**config.mk**
```make
export PLATFORM = sky130hd
export DESIGN_NAME = usb_rx_pkt_ctrl
export DESIGN_NICKNAME = d
export VERILOG_FILES = /design/src/rtl/usb_pkg.sv /design/src/rtl/usb_pid_classify.sv /design/src/rtl/usb_rx_pkt_ctrl.sv
export SDC_FILE = /design/constraint.sdc
export NUM_CORES = 1
export LEC_CHECK = 0
export ABC_AREA = 1
export CAP_MARGIN = 10
export CORE_ASPECT_RATIO = 1.2
export CORE_MARGIN = 2
export CORE_UTILIZATION = 27
export DETAILED_ROUTE_END_ITERATION = 10
export GPL_TIMING_DRIVEN = 0
export PLACE_DENSITY = 0.49
export SLEW_MARGIN = 20
export SYNTH_ARGS = -nofsm -noshare
export SYNTH_HDL_FRONTEND = slang
export SYNTH_SLANG_ARGS = --single-unit
export TNS_END_PERCENT = 5
```
**constraint.sdc**
```tcl
create_clock -name clk -period 1.95 [get_ports clk]
set_clock_uncertainty 0.15 [all_clocks]
set_input_delay 0.2925 -clock clk [delete_from_list [all_inputs] [get_ports clk]]
set_output_delay 0.2925 -clock clk [all_outputs]
set_load 0.01 [all_outputs]
```
**src/rtl/usb_pkg.sv**
```systemverilog
// Shared PID codes, packet classes and controller states for the USB receive path.
package usb_pkg;

    localparam logic [3:0] PID_OUT   = 4'b0001;
    localparam logic [3:0] PID_IN    = 4'b1001;
    localparam logic [3:0] PID_SETUP = 4'b1101;
    localparam logic [3:0] PID_DATA0 = 4'b0011;
    localparam logic [3:0] PID_DATA1 = 4'b1011;
    localparam logic [3:0] PID_ACK   = 4'b0010;
    localparam logic [3:0] PID_NAK   = 4'b1010;
    localparam logic [3:0] PID_STALL = 4'b1110;

    typedef enum logic [1:0] {
        TOKEN   = 2'b00,
        DATA    = 2'b01,
        HSHAKE  = 2'b10,
        INVALID = 2'b11
    } pkt_type_t;

    typedef enum logic [2:0] {
        IDLE,
        RECV,
        DRAIN,
        FLUSH,
        CHECK,
        DONE
    } rx_ctrl_state_t;

    function automatic pkt_type_t pid_class(input logic [3:0] pid);
        case (pid)
            PID_OUT, PID_IN, PID_SETUP:   return TOKEN;
            PID_DATA0, PID_DATA1:         return DATA;
            PID_ACK, PID_NAK, PID_STALL:  return HSHAKE;
            default:                      return INVALID;
        endcase
    endfunction

endpackage

```
**src/rtl/usb_pid_classify.sv**
```systemverilog
// Classifies a latched PID and checks the popped byte count against its class.
module usb_pid_classify
    import usb_pkg::*;
#(
    parameter int LEN_W = 7
) (
    input  logic [3:0]       pid,
    input  logic [LEN_W-1:0] len,
    output pkt_type_t        pkt_type,
    output logic             len_ok
);

    always_comb begin
        pkt_type = pid_class(pid);
        len_ok   = 1'b0;
        case (pkt_type)
            TOKEN:   len_ok = (len == LEN_W'(2));
            DATA:    len_ok = (len >= LEN_W'(2));   // CRC16 at minimum
            HSHAKE:  len_ok = (len == '0);
            default: len_ok = 1'b0;
        endcase
    end

endmodule

```
**src/rtl/usb_rx_pkt_ctrl.sv**
```systemverilog
// Packet-level sequencer for the USB receive path: drains the RX FIFO into a
// valid/ready byte stream, counts bytes and reports one classified result per packet.
module usb_rx_pkt_ctrl
    import usb_pkg::*;
#(
    parameter int MAX_BYTES = 64,
    parameter int LEN_W     = 7
) (
    input  logic             clk,
    input  logic             rst,
    input  logic             rcving,
    input  logic             r_error,
    input  logic [3:0]       pid,
    input  logic             fifo_empty,
    input  logic [7:0]       fifo_rdata,
    output logic             fifo_ren,
    output logic [7:0]       out_data,
    output logic             out_valid,
    input  logic             out_ready,
    output logic             pkt_done,
    output logic [1:0]       pkt_type,
    output logic [LEN_W-1:0] pkt_len,
    output logic             pkt_err
);

    rx_ctrl_state_t   state, state_next;
    logic             rcving_q;
    logic             pending;
    logic [3:0]       pid_q;
    logic [LEN_W-1:0] len;
    logic             err;

    logic             rise;
    logic             can_pop;
    logic             at_max;
    logic             out_free;
    logic             start;
    logic             fwd;
    logic             set_err;
    pkt_type_t        cls_type;
    logic             len_ok;

    assign rise     = rcving & ~rcving_q;
    assign out_free = ~out_valid | out_ready;
    assign can_pop  = ~fifo_empty & out_free;
    assign at_max   = (len == LEN_W'(MAX_BYTES));

    usb_pid_classify #(.LEN_W(LEN_W)) u_classify (
        .pid      (pid_q),
        .len      (len),
        .pkt_type (cls_type),
        .len_ok   (len_ok)
    );

    always_ff @(posedge clk) begin
        if (rst) state <= IDLE;
        else     state <= state_next;
    end

    always_comb begin
        state_next = state;
        fifo_ren   = 1'b0;
        fwd        = 1'b0;
        set_err    = 1'b0;
        start      = 1'b0;
        case (state)
            IDLE: begin
                if (rise || pending) begin
                    start      = 1'b1;
                    state_next = RECV;
                end
            end
            RECV: begin
                // Error pops and overflow pops both discard the byte.
                if (r_error) begin
                    fifo_ren   = ~fifo_empty;
                    set_err    = 1'b1;
                    state_next = FLUSH;
                end else if (can_pop && at_max) begin
                    fifo_ren   = 1'b1;
                    set_err    = 1'b1;
                    state_next = FLUSH;
                end else begin
                    fifo_ren = can_pop;
                    fwd      = can_pop;
                    if (!rcving) state_next = DRAIN;
                end
            end
            DRAIN: begin
                if (can_pop && at_max) begin
                    fifo_ren   = 1'b1;
                    set_err    = 1'b1;
                    state_next = FLUSH;
                end else if (can_pop) begin
                    fifo_ren = 1'b1;
                    fwd      = 1'b1;
                end else if (fifo_empty && out_free) begin
                    state_next = CHECK;
                end
            end
            FLUSH: begin
                fifo_ren = ~fifo_empty;
                if (!rcving && fifo_empty && out_free) state_next = CHECK;
            end
            CHECK:   state_next = DONE;
            DONE:    state_next = IDLE;
            default: state_next = IDLE;
        endcase
        if (rst) fifo_ren = 1'b0;
    end

    always_ff @(posedge clk) begin
        if (rst) begin
            rcving_q  <= 1'b0;
            pending   <= 1'b0;
            pid_q     <= '0;
            len       <= '0;
            err       <= 1'b0;
            out_data  <= '0;
            out_valid <= 1'b0;
            pkt_done  <= 1'b0;
            pkt_type  <= '0;
            pkt_len   <= '0;
            pkt_err   <= 1'b0;
        end else begin
            rcving_q <= rcving;
            pkt_done <= (state == CHECK);

            if (fwd) begin
                out_data  <= fifo_rdata;
                out_valid <= 1'b1;
                len       <= len + LEN_W'(1);
            end else if (out_ready) begin
                out_valid <= 1'b0;
            end

            if (start) begin
                len   <= '0;
                err   <= 1'b0;
                pid_q <= pid;
            end else if (set_err) begin
                err <= 1'b1;
            end

            // A start seen while finishing the previous packet is replayed from IDLE.
            if (start)
                pending <= 1'b0;
            else if ((state == CHECK || state == DONE) && rise)
                pending <= 1'b1;

            if (state == CHECK) begin
                pkt_type <= cls_type;
                pkt_len  <= len;
                pkt_err  <= err | ~len_ok;
            end
        end
    end

endmodule
```
# Word level (Yosys, flattened, before mapping)
# Memories as Yosys holds them, arrays and structs flattened. A register that Yosys moved wholly into a read port is not among the register bits.
# Index checks and enable logic that the tools add are counted.
# Widths: inputs -> output; s select.
op_classes:
  add_sub_neg: 1
  n_mul: 0
  div: 0
  order_cmp: 1
  eq_ne: 14
  shift: 0
  mux: 29
  n_bitwise: 8
  n_reduce_logical: 14
op_table:
  columns: ["operator", "n"]
  rows:
  - ["$mux 3", 8]
  - ["$pmux 3 s5", 1]
  - ["$mux 1", 14]
  - ["$mux 4", 2]
  - ["$add 7x1->7 const B", 1]
  - ["$eq 7x2->1 const B", 1]
  - ["$eq 7x7->1 const B", 1]
  - ["$ge 7x2->1 const B", 1]
  - ["$logic_not 7->1", 1]
  - ["$eq 3x2->1 const B", 2]
  - ["$eq 3x3->1 const B", 2]
  - ["$ne 3x3->1 const B", 2]
  - ["$pmux 1 s3", 2]
  - ["$logic_and 1x1->1", 5]
  - ["$reduce_and 5->1", 1]
  - ["$ne 2x2->1 const B", 2]
  - ["$ne 4x4->1 const B", 1]
  - ["$not 1->1", 4]
  - ["$pmux 1 s2", 2]
  - ["$eq 3x1->1 const B", 1]
  - ["$logic_not 3->1", 1]
  - ["$and 1x1->1", 2]
  - ["$eq 2x1->1 const B", 1]
  - ["$eq 2x2->1 const B", 1]
  - ["other kinds (6)", 8]
totals:
  register_bits: 37
  latchBits: 0
  ramBits: 0
  mem_bits_ro: 32
  out_inout_bits: 21
  wordCells: 80
  memories: 1
mem_list:
  columns: ["memory", "depth", "word_bits", "read_ports", "rd_clocked_by_memory_dff", "write_ports", "line", "rtl"]
  rows:
  - ["(name not given)", 16, 2, 1, 1, 0, "usb_pkg.sv:30", "case (pid)"]

# Longest topological paths before layout
# Gate-level depths: netlist (run 1).
logic_depth:
  depth_word: 8
  mapped_depth: 12

# By module
# Synthesis (run 1) repeated with hierarchy kept, for this count alone.
hier_totals:
  hier_cells: 245
  hier_area_um2: 1744.2
modules_own_cells:
  columns: ["module", "n_inst", "cells_each", "area_each_um2", "seq_area_each_um2"]
  rows:
  - ["usb_rx_pkt_ctrl", 1, 208, 1574.0, 740.7]
  - ["usb_pid_classify", 1, 37, 170.2, 0.0]

# Worst setup path before layout (run 1)
# No wires, ideal clock.
synth_timing:
  kind: "reg-to-reg"
  startpoint: "reg state[0]"
  endpoint: "reg u_classify.pkt_type[0] (netlist name)"
  t_arrival_ns: 1.392
  required_ns: 1.686
  setup_slack_ns: 0.294
  path_stages_with_launch: 12
  cell_sequence: "dfxtp_1 > inv_1 > nand2_1 > nor2_2 > o21ai_2 > inv_1 > nor2_1 > nor3_1 > inv_1 > ha_1 > inv_1 > nand2_1"
synth_via:
  elab_chain_cells: 4
synth_rtl:
  columns: ["item", "line", "rtl"]
  rows:
  - ["start: declaration", "usb_rx_pkt_ctrl.sv:26", "rx_ctrl_state_t state, state_next;"]
  - ["start signal: assignment", "usb_rx_pkt_ctrl.sv:57", "else state <= state_next;"]
  - ["$logic_not 3->1", "usb_rx_pkt_ctrl.sv:66", "case (state)"]
  - ["$mux 1", "usb_rx_pkt_ctrl.sv:66", null]
  - ["$mux 4 (no source line) (2 in a row)", null, null]
# Every way passes these cells.
# A chain may end at the register's enable or synchronous reset.

# Worst setup path after layout (run 1)
layout_timing:
  startpoint: "reg state[0]"
  endpoint: "reg u_classify.pkt_type[0] (netlist name)"
layout_via:
  elab_chain_cells: 4
layout_rtl:
  columns: ["item", "line"]
  rows:
  - ["$logic_not 3->1", "usb_rx_pkt_ctrl.sv:66"]
  - ["$mux 1", "usb_rx_pkt_ctrl.sv:66"]
  - ["$mux 4 (no source line) (2 in a row)", null]
# Every way passes these cells.

==> results of run 1 <==
-- cell usage after synthesis, types with 3 or more instances --
cell / count
nor3_1: 5
nand4_1: 5
nand2_2: 3
nand3_1: 6
nor2_2: 4
inv_2: 3
nor2_1: 31
o21ai_0: 13
o211ai_1: 3
a21oi_1: 24
inv_1: 22
ha_1: 4
dfxtp_1: 39
nand2_1: 48
-- metal layers --
layer  up-vias  part of all wire (%)  global-route usage [%]
met3         7                   2.5                    2.46
met4         0                   1.9                    4.91
li1        831                     -                       -
met2        18                    50                    21.5
met1       719                    45                    13.3
met5         -                     0                       0
-- state kept, by name, summed over array words and instances (netlist names) --
name                 flops
pid_q                    4
u_classify.pkt_type      2
len                      7
state                    3
pkt_len                  7
pending                  1
pkt_err                  1
rcving_q                 1
pkt_type                 2
out_data                 8
err                      1
pkt_done                 1
out_valid                1
-- metrics by stage --
stage	power, mW	setup slack, ns
floorplan	1.71	0.294
global placement	2.05	-0.264
detailed placement	2.06	-0.272
CTS	2.69	0.0417
global route	2.88	-0.00480
finish	2.67	0.158
-- cell families after synthesis --
| group | after synthesis | synth area share (%) |
|---|---|---|
| AO/OA/AOI/OAI | 43 | 13.5 |
| buffers and inverters | 32 | 8.30 |
| AND/OR/NAND/NOR | 111 | 29.3 |
| XOR/XNOR | 2 | 1.01 |
| adder cells (fa/ha/maj) | 4 | 2.89 |
| flip-flops | 39 | 45.0 |
-- worst max path at each step --
stage                                           to  cells past startpoint
floorplan           u_classify.pkt_type[0]$_DFF_P_                     11
global placement                          fifo_ren                      8
detailed placement                        fifo_ren                      8
CTS                                       fifo_ren                      8
global route        u_classify.pkt_type[0]$_DFF_P_                     10
finish              u_classify.pkt_type[0]$_DFF_P_                     11
-- what timing repair did --
action,CTS,global route
buffers inserted,0,0
endpoints found under the setup margin,1,11
pin swaps,1,0
gates resized for setup,8,9
-- critical path, stage by stage, from the launching register on --
cell     delay, ns
dfxtp_2       0.34
inv_2         0.12
nand2_1       0.09
nor2_2        0.15
o21ai_4       0.12
inv_1         0.10
nor2_1        0.06
nor3_2        0.13
inv_1         0.06
ha_1          0.27
inv_1         0.05
nand2_1       0.05
-- final cells by class --
type	instances	area share, %
multi-input cells	160	35.9
flip-flops and latches	39	33.5
repair buffers	37	15.6
well taps	85	4.53
clock buffers	8	4.26
inverters	25	4.10
plain buffers	7	2.13
-- power groups by stage --
stage | clock network (mW) | registers, mW | logic, mW
4_1_cts | 0.616 | 1.06 | 1.01
2_1_floorplan | 0 | 1.08 | 0.628
5_1_grt | 0.653 | 1.08 | 1.14
3_5_place_dp | 0 | 1.07 | 0.990
6_report | 0.595 | 1.06 | 1.01
3_3_place_gp | 0 | 1.06 | 0.983
==> impl_results.md, run 1 <==
- Worst setup startpoint: state[0]$_SDFFE_PP0P_
- Yosys top cell by area: dfxtp_1
- # port buffers: 37
- R2r setup slk: ~0.16 ns
- Avg Cell Area, Syn: 7.51 sq um
- Number of buffers created by CTS: 5
- Vias: between 1500 and 2000
- Combinational fraction of design power: between 30% and 40%
- Power per cell area: around 1100 nW/um^2
- Final Hold Fails: 0
- Switching power total: 0.962 mW
- Internal Power: 1.70 mW
- Routed vias/inst: 4.36
- H-tree level count: 2
- Cell count of the worst reg-to-reg path: 11
- Root Buffer: clkbuf_8
- Share of synthesized registers carrying an async set or reset: 0%
- Clock sink count: 39
- Post-route insts no fill: roughly 360
- Antenna-violating nets left: 0
- Cell count after synthesis: approximately 230
- CP endpoint kind: flop
- Die H: between 90 and 100 microns
- Yosys warns: 0
- Boundary Pins: 39
- Core outline area: 6330 sq um
- Skew-Pair Late Insertion Delay: roughly 0.29 ns
- TritonRoute pass-1 iters: 4
- Worst vdd ir: roughly 0.39 mV
- EDFF count, synth: 0
- Hold WS: about 0.24 ns
- Synth-to-layout area growth: 35.4%
- 1st-iter DRT viols: 27
- Initial Util: 27.4%
- Wire per inst: 11.2 microns
- Setup TNS: 0 ns
- Row cnt: 32
- Chip width: slightly below 80 microns
- Clock share of power: between 20% and 30%
- Placer Congestion: between 0.7 and 0.8
- Sequential power share: roughly 40%
- Primary FF master, synth: dfxtp_1
- WHS Path Cells: 2
- Maximum root-to-sink buffer count: 2
- Most common cell after layout, fill and taps aside: nand2_1
- Post-layout min period: approximately 1.8 ns
- Die area: between 7000 and 8000 sq um
- Clock transition at path regs: 0.07 ns
- WP data required: 1.99 ns
- Leakage power: between 0.9 and 1 nW
- Max-slew violations: 0
- Hold Path Sink: out_valid$_SDFFE_PP0P_
- Crit Path Category: flop to flop
- Design area: 2350 sq um
- Net Sw Frac: between 30% and 40%
- CTS tree: done
- Area after DPL: ~2200 sq um
- Ranking of synthesized cells by area: dfxtp_1 45%, nand2_1 10%, a21oi_1 6.9%
- Worst-margin pin slew: roughly 0.44 ns
- Gr usage total: 11.9%
- Total of max-cap violations: 0
- Sequential element share of the synthesized area: 45.0%
- Remaining DRCs: 0
- Global-route wire length before repair: 6730 microns
- Drt total wl: between 4000 and 5000 microns
- Hold crit path type: primary input to flop
- Most frequent cells in the layout: 48 x nand2_1, 36 x clkdlybuf4s50_1, 35 x dfxtp_1
- Worst path arrival time: roughly 1.8 ns
- DP HPWL: 3070 microns
- Reg2reg start: state[0]$_SDFFE_PP0P_
- Footprint of the multi-input gates: roughly 840 sq um
- Total grt overflow: 0
- #FFs+latches synth: 39
- Vias in the first global route: around 1500
- Post-synth top area share: 45.0%
- Mapped Nets: about 250
- Layout cell share with drive strength beyond 1: 13.8%
- Crit path max fanout: 7
- Unrepaired setup endpoints after global routing: true
- Fin util: about 37%
- Worst R2R End: u_classify.pkt_type[0]$_DFF_P_
- Worst Min Path Start: rst
- Register area: 786 sq um
- Initial antenna violation count: 0
- Max-slew headroom: 70.7%
- Largest net degree at the start of global routing: 12
- Crit share post-route: 91.9%
- Status: complete, no violations
- Final Setup Violations: 0
- Antenna cells: 0
- Yosys cell types: 30
- Post-Place Cells: around 350
- CP startpoint kind: flop
- Hold-fix buffers at CTS: 0
- Layout net count: 297
- Fill count: 696
- Synth Cell Area: between 1500 and 2000 sq um
- Max Fclk: 558 MHz
Note: power is estimated with default switching activity, not from simulation.
==> run 2: changes to the inputs <==
--- a/config.mk
+++ b/config.mk
@@ -13,7 +13,6 @@
 export DETAILED_ROUTE_END_ITERATION = 10
 export GPL_TIMING_DRIVEN = 0
 export PLACE_DENSITY = 0.49
-export SLEW_MARGIN = 20
 export SYNTH_ARGS = -nofsm -noshare
 export SYNTH_HDL_FRONTEND = slang
 export SYNTH_SLANG_ARGS = --single-unit
==> results of run 2 <==
The final DEF is identical to that of run 1; final timing and power are the same.
